File: src/rtl/mem_arbiter_if.sv
// rtl/mem_arbiter_if.sv - requester, memory and status signal bundle for mem_arbiter
interface mem_arbiter_if #(
   parameter int AW = 16,
   parameter int DW = 16
);
   // port 0 (processor core)
   logic          p0_req;
   logic          p0_we;
   logic          p0_lock;
   logic [AW-1:0] p0_addr;
   logic [DW-1:0] p0_wdata;
   logic          p0_ack;
   logic [DW-1:0] p0_rdata;

   // port 1 (loader / debug master)
   logic          p1_req;
   logic          p1_we;
   logic          p1_lock;
   logic [AW-1:0] p1_addr;
   logic [DW-1:0] p1_wdata;
   logic          p1_ack;
   logic [DW-1:0] p1_rdata;

   // single-port synchronous RAM
   logic          mem_en;
   logic          mem_we;
   logic [AW-1:0] mem_addr;
   logic [DW-1:0] mem_wdata;
   logic [DW-1:0] mem_rdata;

   // status
   logic          busy;
   logic          owner;

   // arbiter side
   modport slave (
      input  p0_req, p0_we, p0_lock, p0_addr, p0_wdata,
      input  p1_req, p1_we, p1_lock, p1_addr, p1_wdata,
      input  mem_rdata,
      output p0_ack, p0_rdata, p1_ack, p1_rdata,
      output mem_en, mem_we, mem_addr, mem_wdata,
      output busy, owner
   );

   // requesters and memory side
   modport master (
      output p0_req, p0_we, p0_lock, p0_addr, p0_wdata,
      output p1_req, p1_we, p1_lock, p1_addr, p1_wdata,
      output mem_rdata,
      input  p0_ack, p0_rdata, p1_ack, p1_rdata,
      input  mem_en, mem_we, mem_addr, mem_wdata,
      input  busy, owner
   );
endinterface

File: src/rtl/mem_arbiter.sv
// rtl/mem_arbiter.sv - two-port round-robin arbiter with bounded lock in front of a 1-cycle-latency RAM
module mem_arbiter #(
   parameter int AW       = 16,
   parameter int DW       = 16,
   parameter int MAX_LOCK = 8
) (
   input  logic         clk,
   input  logic         reset,
   mem_arbiter_if.slave bus
);

   localparam int LCW = $clog2(MAX_LOCK + 1);

   typedef enum logic [1:0] {
      IDLE  = 2'd0,
      ISSUE = 2'd1,
      RESP  = 2'd2
   } state_t;

   state_t          state, state_d;
   logic            owner_q, owner_d;
   logic            lock_flag_q, lock_flag_d;   // winner's lock input at its last grant
   logic [LCW-1:0]  lock_cnt_q, lock_cnt_d;
   logic            we_q, we_d;                 // latched direction, survives past ISSUE
   logic            mem_en_q, mem_en_d;
   logic            mem_we_q, mem_we_d;
   logic [AW-1:0]   addr_q, addr_d;
   logic [DW-1:0]   wdata_q, wdata_d;
   logic            ack0_q, ack0_d;
   logic            ack1_q, ack1_d;
   logic [DW-1:0]   rdata0_q, rdata0_d;
   logic [DW-1:0]   rdata1_q, rdata1_d;
   logic            busy_q, busy_d;

   logic            elig0, elig1;
   logic            lock_win;
   logic            winner;

   // Eligibility (a req seen during its own ack cycle is stale) and winner pick
   always_comb begin
      elig0    = bus.p0_req && !ack0_q;
      elig1    = bus.p1_req && !ack1_q;
      lock_win = lock_flag_q && (lock_cnt_q < LCW'(MAX_LOCK)) &&
                 (owner_q ? elig1 : elig0);
      if (lock_win) begin
         winner = owner_q;
      end else if (elig0 && elig1) begin
         winner = !owner_q;
      end else begin
         winner = elig1;
      end
   end

   // Next-state and registered-output values
   always_comb begin
      state_d     = state;
      owner_d     = owner_q;
      lock_flag_d = lock_flag_q;
      lock_cnt_d  = lock_cnt_q;
      we_d        = we_q;
      mem_en_d    = 1'b0;
      mem_we_d    = 1'b0;
      addr_d      = addr_q;
      wdata_d     = wdata_q;
      ack0_d      = 1'b0;
      ack1_d      = 1'b0;
      rdata0_d    = rdata0_q;
      rdata1_d    = rdata1_q;

      case (state)
         IDLE: begin
            if (elig0 || elig1) begin
               owner_d     = winner;
               lock_flag_d = winner ? bus.p1_lock : bus.p0_lock;
               lock_cnt_d  = lock_win ? (lock_cnt_q + LCW'(1)) : '0;
               we_d        = winner ? bus.p1_we    : bus.p0_we;
               addr_d      = winner ? bus.p1_addr  : bus.p0_addr;
               wdata_d     = winner ? bus.p1_wdata : bus.p0_wdata;
               mem_en_d    = 1'b1;
               mem_we_d    = winner ? bus.p1_we    : bus.p0_we;
               state_d     = ISSUE;
            end
         end
         ISSUE: begin
            state_d = RESP;
         end
         RESP: begin
            if (!we_q) begin
               if (owner_q) begin
                  rdata1_d = bus.mem_rdata;
               end else begin
                  rdata0_d = bus.mem_rdata;
               end
            end
            if (owner_q) begin
               ack1_d = 1'b1;
            end else begin
               ack0_d = 1'b1;
            end
            state_d = IDLE;
         end
         default: begin
            state_d = IDLE;
         end
      endcase

      busy_d = (state_d != IDLE);
   end

   // State and output registers; owner resets to 1 so port 0 wins the first tie
   always_ff @(posedge clk) begin
      if (reset) begin
         state       <= IDLE;
         owner_q     <= 1'b1;
         lock_flag_q <= 1'b0;
         lock_cnt_q  <= '0;
         we_q        <= 1'b0;
         mem_en_q    <= 1'b0;
         mem_we_q    <= 1'b0;
         addr_q      <= '0;
         wdata_q     <= '0;
         ack0_q      <= 1'b0;
         ack1_q      <= 1'b0;
         rdata0_q    <= '0;
         rdata1_q    <= '0;
         busy_q      <= 1'b0;
      end else begin
         state       <= state_d;
         owner_q     <= owner_d;
         lock_flag_q <= lock_flag_d;
         lock_cnt_q  <= lock_cnt_d;
         we_q        <= we_d;
         mem_en_q    <= mem_en_d;
         mem_we_q    <= mem_we_d;
         addr_q      <= addr_d;
         wdata_q     <= wdata_d;
         ack0_q      <= ack0_d;
         ack1_q      <= ack1_d;
         rdata0_q    <= rdata0_d;
         rdata1_q    <= rdata1_d;
         busy_q      <= busy_d;
      end
   end

   assign bus.p0_ack    = ack0_q;
   assign bus.p1_ack    = ack1_q;
   assign bus.p0_rdata  = rdata0_q;
   assign bus.p1_rdata  = rdata1_q;
   assign bus.mem_en    = mem_en_q;
   assign bus.mem_we    = mem_we_q;
   assign bus.mem_addr  = addr_q;
   assign bus.mem_wdata = wdata_q;
   assign bus.busy      = busy_q;
   assign bus.owner     = owner_q;

endmodule
File: src/flat_wrapper.sv
// flat-port wrapper written by rule: the top's interface ports become plain ports
module mem_arbiter_flat 
#(
   parameter int AW       = 16,
   parameter int DW       = 16,
   parameter int MAX_LOCK = 8
)
  (clk, reset, bus_p0_req, bus_p0_we, bus_p0_lock, bus_p0_addr, bus_p0_wdata, bus_p1_req, bus_p1_we, bus_p1_lock, bus_p1_addr, bus_p1_wdata, bus_mem_rdata, bus_p0_ack, bus_p0_rdata, bus_p1_ack, bus_p1_rdata, bus_mem_en, bus_mem_we, bus_mem_addr, bus_mem_wdata, bus_busy, bus_owner);
  mem_arbiter_if #(.AW(AW), .DW(DW)) bus_i ();
  input  logic clk;
  input  logic reset;
  input wire logic [$bits(bus_i.p0_req)-1:0] bus_p0_req;
  input wire logic [$bits(bus_i.p0_we)-1:0] bus_p0_we;
  input wire logic [$bits(bus_i.p0_lock)-1:0] bus_p0_lock;
  input wire logic [$bits(bus_i.p0_addr)-1:0] bus_p0_addr;
  input wire logic [$bits(bus_i.p0_wdata)-1:0] bus_p0_wdata;
  input wire logic [$bits(bus_i.p1_req)-1:0] bus_p1_req;
  input wire logic [$bits(bus_i.p1_we)-1:0] bus_p1_we;
  input wire logic [$bits(bus_i.p1_lock)-1:0] bus_p1_lock;
  input wire logic [$bits(bus_i.p1_addr)-1:0] bus_p1_addr;
  input wire logic [$bits(bus_i.p1_wdata)-1:0] bus_p1_wdata;
  input wire logic [$bits(bus_i.mem_rdata)-1:0] bus_mem_rdata;
  output wire logic [$bits(bus_i.p0_ack)-1:0] bus_p0_ack;
  output wire logic [$bits(bus_i.p0_rdata)-1:0] bus_p0_rdata;
  output wire logic [$bits(bus_i.p1_ack)-1:0] bus_p1_ack;
  output wire logic [$bits(bus_i.p1_rdata)-1:0] bus_p1_rdata;
  output wire logic [$bits(bus_i.mem_en)-1:0] bus_mem_en;
  output wire logic [$bits(bus_i.mem_we)-1:0] bus_mem_we;
  output wire logic [$bits(bus_i.mem_addr)-1:0] bus_mem_addr;
  output wire logic [$bits(bus_i.mem_wdata)-1:0] bus_mem_wdata;
  output wire logic [$bits(bus_i.busy)-1:0] bus_busy;
  output wire logic [$bits(bus_i.owner)-1:0] bus_owner;
  assign bus_i.p0_req = bus_p0_req;
  assign bus_i.p0_we = bus_p0_we;
  assign bus_i.p0_lock = bus_p0_lock;
  assign bus_i.p0_addr = bus_p0_addr;
  assign bus_i.p0_wdata = bus_p0_wdata;
  assign bus_i.p1_req = bus_p1_req;
  assign bus_i.p1_we = bus_p1_we;
  assign bus_i.p1_lock = bus_p1_lock;
  assign bus_i.p1_addr = bus_p1_addr;
  assign bus_i.p1_wdata = bus_p1_wdata;
  assign bus_i.mem_rdata = bus_mem_rdata;
  assign bus_p0_ack = bus_i.p0_ack;
  assign bus_p0_rdata = bus_i.p0_rdata;
  assign bus_p1_ack = bus_i.p1_ack;
  assign bus_p1_rdata = bus_i.p1_rdata;
  assign bus_mem_en = bus_i.mem_en;
  assign bus_mem_we = bus_i.mem_we;
  assign bus_mem_addr = bus_i.mem_addr;
  assign bus_mem_wdata = bus_i.mem_wdata;
  assign bus_busy = bus_i.busy;
  assign bus_owner = bus_i.owner;
  mem_arbiter #(.AW(AW), .DW(DW), .MAX_LOCK(MAX_LOCK)) u_core (.clk(clk), .reset(reset), .bus(bus_i));
endmodule
File: config.mk
export PLATFORM = sky130hd
export DESIGN_NAME = mem_arbiter_flat
export DESIGN_NICKNAME = d
export VERILOG_FILES = /design/src/rtl/mem_arbiter_if.sv /design/src/rtl/mem_arbiter.sv /design/src/flat_wrapper.sv
export SDC_FILE = /design/constraint.sdc
export NUM_CORES = 1
export LEC_CHECK = 0
export ABC_CLOCK_PERIOD_IN_PS = 1950
export BUFFER_PORTS_ARGS = -buffer_cell sky130_fd_sc_hd__buf_4
export CORE_MARGIN = 2
export CORE_UTILIZATION = 45
export DETAILED_ROUTE_END_ITERATION = 16
export PLACE_DENSITY = 0.77
export SYNTH_ARGS = -nofsm -noshare
export SYNTH_HDL_FRONTEND = slang
export SYNTH_SLANG_ARGS = --single-unit
File: constraint.sdc
create_clock -name clk -period 1.95 [get_ports clk]
set_input_delay 0.39 -clock clk [delete_from_list [all_inputs] [get_ports clk]]
set_output_delay 0.39 -clock clk [all_outputs]
set_load 0.005 [all_outputs]
==> reports/metrics.csv <==
stage,metric,value,unit
route,DRT antenna net count,0,
critical_path,CP startpoint kind,flop,
synth,"FF+latch count, synth",78,
synth,cells after synthesis,347,
floorplan,Die Y,87.0,um
floorplan,FP Rows,30,
critical_path,Reg2Reg Launch Point,u_core.bus.owner,
critical_path,Worst Path Arrival,1.95,ns
sta,RSZ-0062 raised after global routing,false,
floorplan,CORE AREA,6720,um^2
sta,max frequency,0.581,GHz
global_routing,first-pass GRT wire length,13400,um
global_routing,"Remaining Overflow, GRT",0,
place,placed wire-length estimate,6240,um
critical_path,worst r2r dst,u_core.bus.mem_wdata[0],
route,Avg WL per Cell,14.7,um
floorplan,Ports,158,
final_layout,most frequent cells in the layout,"buf_4 (164), dfxtp_1 (78), a21oi_1 (69)",
route,1st-pass router iterations,4,
min_path,HP Class,primary input to flop,
final_layout,Antenna Cells,0,
clocking,CTS tree,built,
critical_path,reg2reg setup slack,0.23,ns
synth,share of the synthesized area in the top cell type,0.504,
place,gpl congestion,0.771,
sta,post-route minimum period,1.72,ns
final_layout,"most common cell after layout, fill and taps aside",buf_4,
clocking,CTS buffer count,9,
clocking,root buf cell,clkbuf_8,
final_layout,"Core Util, Final",0.676,
critical_path,CP Class,flop to flop,
clocking,CTS H-tree lvls,3,
final_layout,ratio of cells with drive above 1 in the final layout,0.384,
final_layout,Non-Filler Instances,580,
final_layout,synth-to-layout area growth,46.5,%
synth,Most used DFF post-synth,dfxtp_1,
sta,Final Max Tran Viols,0,
clocking,CTS Hold Bufs,0,
min_path,worst hold stages,3,
global_routing,initial antenna violation count,0,
critical_path,Worst Path Max Fanout,34,
pwr,Pwr per Cell Area,857,nW/um^2
sta,Worst Clk Skew,0.0110,ns
pwr,leakage dissipation,0.00202,uW
min_path,hold wc startpoint,bus_mem_rdata[6],
global_routing,largest net degree at the start of global routing,49,
floorplan,Die ar.,7570,um^2
synth,Netlist cell types,35,
synth,cell taking the most area after synthesis,dfxtp_1,
clocking,clk slew on worst S/H paths,0.09,ns
sta,number of hold violations in the final report,0,
final_layout,final net count,584,
global_routing,total global-route track usage,0.223,
global_routing,number of global-route vias before repair,2858,
sta,Tcrit/Tclk final,0.882,
route,drt initial violations,114,
critical_path,R2R cell count,4,
route,Remaining DRCs,0,
min_path,Hold Path End,u_core.bus.p1_rdata[6],
clocking,clock buffer depth,2,
clocking,post-CTS sizing,0,
synth,syn_area_per_cell,8.94,um^2
place,# port buffers,157,
place,dpl cells,564,
status,outcome,finished clean,
synth,"EDFF count, synth",0,
synth,ranking of synthesized cells by area,"dfxtp_1 (50%), a21oi_1 (11%), o221a_1 (11%)",
route,final wirelength,8550,um
clocking,clk sinks,78,
synth,Synthesis Warnings,0,
synth,"Async S/R FF share, synth",0,
floorplan,Initial Utilization,0.461,
critical_path,CP Data Required Time,2.18,ns
critical_path,element type at the critical path end,flop,
route,vias per inst,5.23,
clocking,clock latency on the worst-skew pair,0.34,ns
route,via count,3034,
sta,worst slew pin tran,0.630,ns
sta,Final setup viols,0,
place,worst slack at placement,0.249,ns
run,Max Cap Viol,0,
synth,synthesized area,3100,um^2
clocking,post-CTS setup buffer count,0,
synth,syn_nets,436,
pwr,Power Total,3890,uW
floorplan,width of the chip,87.0,um
pwr,worst vdd ir,464,uV
sta,setup TNS,0,ns
sta,final setup margin,0.230,ns
synth,sequential share of the synthesized area,0.504,
sta,Worst slew margin,0.580,
[critical path, cell delays in order (launching register included)]
cell,delay (ns)
dfxtp_1,0.54
xnor2_2,0.14
a2111o_1,0.37
buf_4,0.26
o221a_2,0.29
[flip-flops by register name, indices dropped and copies added (netlist names)]
register,flops
u_core.bus.p1_rdata,16
u_core.lock_cnt_q,4
u_core.bus.p1_ack,1
u_core.bus.mem_wdata,16
u_core.bus.mem_we,1
u_core.bus.busy,1
u_core.bus.mem_addr,16
u_core.bus.mem_en,1
u_core.bus.p0_ack,1
u_core.state,2
u_core.bus.owner,1
u_core.we_q,1
u_core.bus.p0_rdata,16
u_core.lock_flag_q,1
[cell families (layout without fill, tap and decap cells)]
| family | Yosys count | after routing | synth area share |
|---|---|---|---|
| compound gates | 111 | 111 | 0.257 |
| xor+xnor | 3 | 3 | 0.0109 |
| fa+ha+maj | 1 | 1 | 0.00403 |
| buf+inv | 63 | 216 | 0.0896 |
| flops | 78 | 78 | 0.504 |
| mux | 2 | 2 | 0.00646 |
| simple gates | 89 | 89 | 0.128 |
[power breakdown]
| part | switching [uW] | leakage [uW] | internal, uW |
|---|---|---|---|
| sequential | 77.9 | 0.000640 | 1720 |
| combinational | 326 | 0.00127 | 413 |
| clock | 594 | 0.000117 | 764 |
[layout make-up]
class	count	area, um^2
fillers	538	2180
flip-flops and latches	78	1560
multi-input cells	206	1260
repair buffers	165	1250
clock buffers	10	138
inverters	35	131
well taps	80	100
clock inverters	6	95.1
[worst max-delay path by stage]
stage                startpoint                       to  slack, ns  depth (start not counted)
2_1_floorplan        bus_p0_req   u_core.bus.mem_addr[0]       0.32                          6
3_3_place_gp         bus_p0_req  u_core.bus.mem_addr[14]       0.28                          5
3_5_place_dp   u_core.bus.owner  u_core.bus.mem_wdata[0]       0.25                          4
4_1_cts        u_core.bus.owner  u_core.bus.mem_wdata[0]       0.24                          4
5_1_grt        u_core.bus.owner  u_core.bus.mem_wdata[0]       0.15                          4
6_report       u_core.bus.owner  u_core.bus.mem_wdata[0]       0.23                          4
[routing by layer]
layer,wire (um),part of all wire,vias up,GRT usage
met5,0,0,-,0
met4,82,0.0096,0,0.0767
met3,741,0.087,7,0.0616
met2,4160,0.49,130,0.376
met1,3570,0.42,1415,0.272
li1,-,-,1482,-
[through the flow]
step	hold WS, ns	instance area, um^2
after floorplan	0.431	3100
after global routing	0.291	4540
after global placement	0.441	4310
after CTS	0.283	4540
after detailed placement	0.447	4310
final	0.293	4540
[Yosys cell counts (all sizes together) (3+ instances only)]
| library cell | count |
|---|---|
| nor2b | 3 |
| dfxtp | 78 |
| a21oi | 69 |
| clkbuf | 15 |
| buf | 13 |
| o221a | 34 |
| inv | 35 |
| nand2b | 4 |
| nor2 | 4 |
| nand2 | 68 |
Power figures use the tool's default switching activity.
